`src/rtl/shift_sub_divider.sv`:
```
// shift_sub_divider: sequential restoring divider, 6-bit unsigned dividend by 3-bit unsigned divisor, one quotient bit per clock
// Ports: clk, reset (async active-low), start -> accepts dividend[5:0]/divisor[2:0] in IDLE;
//        busy (RUN), done (1-cycle pulse), quotient[5:0], remainder[2:0], div_zero (held until next accepted start)
module shift_sub_divider (
  input  logic       clk,
  input  logic       reset,
  input  logic       start,
  input  logic [5:0] dividend,
  input  logic [2:0] divisor,
  output logic       busy,
  output logic       done,
  output logic [5:0] quotient,
  output logic [2:0] remainder,
  output logic       div_zero
);
  typedef enum logic [1:0] {IDLE, RUN, DONE} state_t;
  state_t state, nxt;
  logic [2:0] p, d, cnt, p_n;
  logic [5:0] q, q_n;
  logic [3:0] t;
  logic ge, zp, accept;
  // zp marks an accepted divide-by-zero; it waits one IDLE cycle so done rises one edge after acceptance
  assign accept = state == IDLE && start && !zp;
  assign busy = state == RUN;
  assign done = state == DONE;
  always_comb begin
    t = {p, q[5]};
    ge = t >= {1'b0, d};
    p_n = ge ? 3'(t - {1'b0, d}) : t[2:0];
    q_n = {q[4:0], ge};
    nxt = state;
    if (state == IDLE) nxt = zp ? DONE : (start && divisor != 3'd0) ? RUN : IDLE;
    else if (state == RUN) nxt = cnt == 3'd5 ? DONE : RUN;
    else nxt = IDLE;
  end
  always_ff @(posedge clk or negedge reset)
    if (!reset) begin
      state <= IDLE;
      p <= '0;
      q <= '0;
      d <= '0;
      cnt <= '0;
      zp <= 1'b0;
      quotient <= '0;
      remainder <= '0;
      div_zero <= 1'b0;
    end else begin
      state <= nxt;
      if (accept) begin
        p <= '0;
        q <= dividend;
        d <= divisor;
        cnt <= '0;
        zp <= divisor == 3'd0;
        quotient <= '0;
        remainder <= '0;
        div_zero <= 1'b0;
      end else if (zp) begin
        zp <= 1'b0;
        quotient <= 6'h3F;
        remainder <= '0;
        div_zero <= 1'b1;
      end else if (state == RUN) begin
        p <= p_n;
        q <= q_n;
        cnt <= cnt + 3'd1;
        if (cnt == 3'd5) begin
          quotient <= q_n;
          remainder <= p_n;
        end
      end
    end
endmodule

```
`config.mk`:
```
export PLATFORM = sky130hd
export DESIGN_NAME = shift_sub_divider
export DESIGN_NICKNAME = d
export VERILOG_FILES = /design/src/rtl/shift_sub_divider.sv
export SDC_FILE = /design/constraint.sdc
export NUM_CORES = 1
export LEC_CHECK = 0
export ABC_AREA = 1
export CAP_MARGIN = 20
export CORE_MARGIN = 2
export CORE_UTILIZATION = 45
export DETAILED_ROUTE_END_ITERATION = 10
export PLACE_DENSITY = 0.65
export RECOVER_POWER = 50
export SYNTH_ARGS = -nofsm -noshare
export SYNTH_HDL_FRONTEND = slang
export SYNTH_SLANG_ARGS = --single-unit
```
`constraint.sdc`:
```
create_clock -name clk -period 3.8 [get_ports clk]
set_input_delay 1.14 -clock clk [delete_from_list [all_inputs] [get_ports clk]]
set_output_delay 1.14 -clock clk [all_outputs]
set_load 0.005 [all_outputs]
```
# Word level (Yosys, flattened, before mapping)
# Cells that the tools add are included.
[totals]
regBits = 28
latchBits = 0
ramBits = 0
romBits = 0
out_inout_bits = 12
elab_cells = 55
mem_count = 0
[classes]
addsub = 2
mul = 0
div = 0
order_cmp = 1
n_eq_ne = 4
shifts = 0
muxes = 26
bitwise_logic = 0
reduce_logical = 13
[ops]
columns = ["operator", "count"]
rows = [
  ["2-to-1 mux 6 bit", 7],
  ["2-to-1 mux 3 bit", 11],
  ["nonzero test 3 bit", 3],
  ["2-to-1 mux 2 bit", 4],
  [">= comparator 4 x 3 -> 1 bit", 1],
  ["2-to-1 mux 1 bit", 4],
  ["AND reduction 2 bit", 2],
  ["nonzero test 2 bit", 2],
  ["adder 3 x 1 -> 3 bit, second input constant", 1],
  ["equality test 3 bit, second input constant", 1],
  ["logical AND 1 bit", 3],
  ["logical NOT 3 bit", 1],
  ["subtractor 3 bit", 1],
  ["equality test 2 x 1 -> 1 bit, second input constant", 1],
  ["equality test 2 bit, second input constant", 1],
  ["logical NOT 2 bit", 1],
  ["inequality test 2 x 1 -> 1 bit, second input constant", 1],
  ["logical NOT 1 bit", 1],
]

# Logic depth before layout (Yosys ltp)
[depth]
word_depth = 6
mapped_depth = 10
ltp_nobuf = 10

# Least setup slack after synthesis
# Ideal clock, no wire load.
[synth_timing]
path_kind = "flip-flop to output port"
startpoint = "register state[1]"
endpoint = "output busy"
arrival_time_ns = 0.634
required_ns = 2.660
setup_slack_ns = 2.026
stages_incl_launch_ff = 4
path_cell_list = "dfrtp_1 > inv_1 > nand2_2 > inv_1"
[synth_between]
elab_chain_cells = 1
[synth_rtl]
columns = ["element", "line_no", "rtl"]
rows = [
  ["from (decl)", "17", "state_t state, nxt;"],
  ["from (signal assigned)", "48", "state <= nxt;"],
  ["equality test 2 x 1 -> 1 bit", "24", "assign busy = state == RUN;"],
  ["to (decl)", "10", "output logic busy,"],
]
# No other way between the ends.

# Final worst setup path
# Ends and elaborated chain as after synthesis.

==> metrics.txt <==
status complete, no violations; CTS sink count 28; DP Wirelength roughly 2.1 mm; Seq/Total Area, Yosys 49.60%; RSZ-0062 raised after global routing no; clk_skew 0.001589 ns; CTS H-tree depth 1; clk buf depth 2; Avg WL per Cell 12.00 um; Slew @ Worst Pin around 1.5 ns; Tmin final about 2.7 ns; FP Rows 20; layout cells sized above 1 11.48%; Req. time, crit path 2.66 ns; Ys Warns 0; CTS Hold Bufs 0; TritonCTS clock tree yes; P&R area growth vs syn 20.46%; slew margin rel. 3.035%; fmax 374.3 MHz; Core Box Area 3028 sq um; DRT Wirelength 2.723 mm; Max-Cap Viols 0; post-synthesis average cell area 8.941 sq um; worst vdd ir 0.0003293 V; final core occ 56.20%; Post-CTS Resized 0; clock share of power 13.2%; Reg power frac 35.6%; clock slew at reported path FFs ~0.15 ns; Static Leak 0.8302 nW; design internal power 863.1 uW; cts bufs inserted 3; grt ovf 0; switch share 41.34%; Total Power 1.471 mW; pwr/cell area 864.7 nW/um^2; combinational share of power 51.2%; Antenna diodes 0; crit path launch type flip-flop; Fin. Hold Viols 0; port bufs 23; Die ar. 3603 sq um; setup bufs post-CTS 0; net switching power 608.3 uW; drt pass-1 iters 4; Setup TNS 0 ns; FF+latch count, synth 28; R2R setup slack 1.91 ns; global-route usage over all layers 17.53%; Distinct cells, synth 29; Cells after Synth 158; initial DRC count 41; IO Pins 24; Slew Limit Fails 0; initial core utilization between 40 and 50%; critical path capture point type primary output; Crit Path Max Fanout 4; Placer Congestion about 0.89; placed cells 223; Syn Nets 176; antenna-violating nets left 0; clock root buffer clkbuf_4; Finished Layout Cells approximately 230; routed vias roughly 1.1k; initial antenna violation count 0; CP Class flip-flop to primary output; Die Wd between 60 and 70 um; final net count 202; min-delay worst type flip-flop to flip-flop; CP arrival 1.53 ns; final setup vio count 0; final worst-path cycle share 70.31%; vias per cell between 4 and 5; vias in the first global route between 1k and 1.5k; largest net degree at the start of global routing 29; first-pass GRT wire length roughly 4.7 mm; drt drc 0; Clk Latency, worst-skew pair 0.33 ns; Cell Area, Synth 1413 sq um; DIE HEIGHT 60.03 um
[registers in the layout, summed over array words and instances, names as in the netlist]
signal and count:
d 3, div_zero 1, remainder 3, cnt 3, quotient 6, p 3, state 2, zp 1
q 6
[critical path, cell delays in order (launching register included)]
cell,delay [ns]
dfrtp_1,0.44
inv_1,0.09
nand2_2,0.08
inv_1,0.09
clkdlybuf4s50_1,0.51
[cells by family (layout without fill, tap and decap cells)]
| family | after synthesis | count (layout) | share of synthesized area, % |
|---|---|---|---|
| and+or+nand+nor | 87 | 87 | 29.67 |
| adders and majority gates | 6 | 6 | 5.846 |
| buffers and inverters | 20 | 45 | 7.440 |
| xor gates and xnor gates | 1 | 1 | 0.6201 |
| DFF | 28 | 28 | 49.60 |
| AOI/OAI and AO/OA | 16 | 16 | 6.820 |
[layer usage]
metal	global-route usage, %	routed length (um)
met3	2.597	83
met4	6.667	19
met1	23.73	1277
met5	0	0
met2	28.26	1342
[cells in the final DEF (no fill, tap or decap)]
cell type         n
nand2_1          53
dfrtp_1          28
clkdlybuf4s50_1  21
inv_1            12
nor2_1           10
nand3_1           8
o21ai_1           7
ha_1              5
nand4_1           4
clkbuf_4          3
nand2_2           2
inv_2             2
o22ai_1           2
inv_4             2
nand3_2           2
nand2_4           2
o21ai_0           2
o21ai_2           2
dlygate4sd3_1     2
nor2_4            1
nor3_1            1
nor4_1            1
nor2_2            1
clkinvlp_2        1
a21oi_2           1
xnor2_1           1
a21oi_1           1
and3_1            1
nor3_2            1
o211ai_1          1
fa_1              1
bufinv_16         1
clkbuf_1          1
[power groups by stage]
stage / logic [mW] / registers (mW) / clock network (mW)
detailed placement: 0.771 / 0.531 / 0
floorplan: 0.550 / 0.514 / 0
CTS: 0.774 / 0.525 / 0.203
global route: 0.866 / 0.545 / 0.213
finish: 0.753 / 0.524 / 0.195
global placement: 0.744 / 0.525 / 0
[synthesized netlist by cell type, drive strengths merged]
cell type | count | area, sq um
nand2 | 57 | 236.5
dfrtp | 28 | 700.7
inv | 17 | 71.32
nor2 | 12 | 57.55
o21ai | 11 | 62.56
nand3 | 10 | 72.57
ha | 5 | 62.56
nand4 | 4 | 25.02
buf | 3 | 33.78
a21oi | 2 | 13.76
nor3 | 2 | 15.01
o22ai | 2 | 12.51
and3 | 1 | 6.260
fa | 1 | 20.02
nor4 | 1 | 6.260
o211ai | 1 | 7.510
xnor2 | 1 | 8.760
[final timing paths]
path	to	cells past startpoint	from
max in group asynchronous	p[1]	2	reset
min	div_zero	2	div_zero
min in group asynchronous	div_zero	2	reset
min reg2reg	div_zero	2	div_zero
max reg2reg	q[3]	5	zp
max	busy	4	state[1]
[through the flow]
step,hold WS [ns],worst slack (ns),instance area [sq um]
finish,0.4946,1.128,1702
global placement,0.4582,1.466,1672
detailed placement,0.4693,1.427,1672
CTS,0.5061,1.094,1724
floorplan,0.4502,2.026,1413
global route,0.5290,0.9391,1702
[final cells by class]
type,count,area (sq um)
fill,272,1326
sequential,28,700.7
multi-input combinational,110,589.3
timing repair buffer,24,234.0
inverter,17,70.07
tap,44,55.05
clock inverter,1,30.03
clock buffer,3,22.52
No activity file was read; power rests on OpenSTA's default activity.
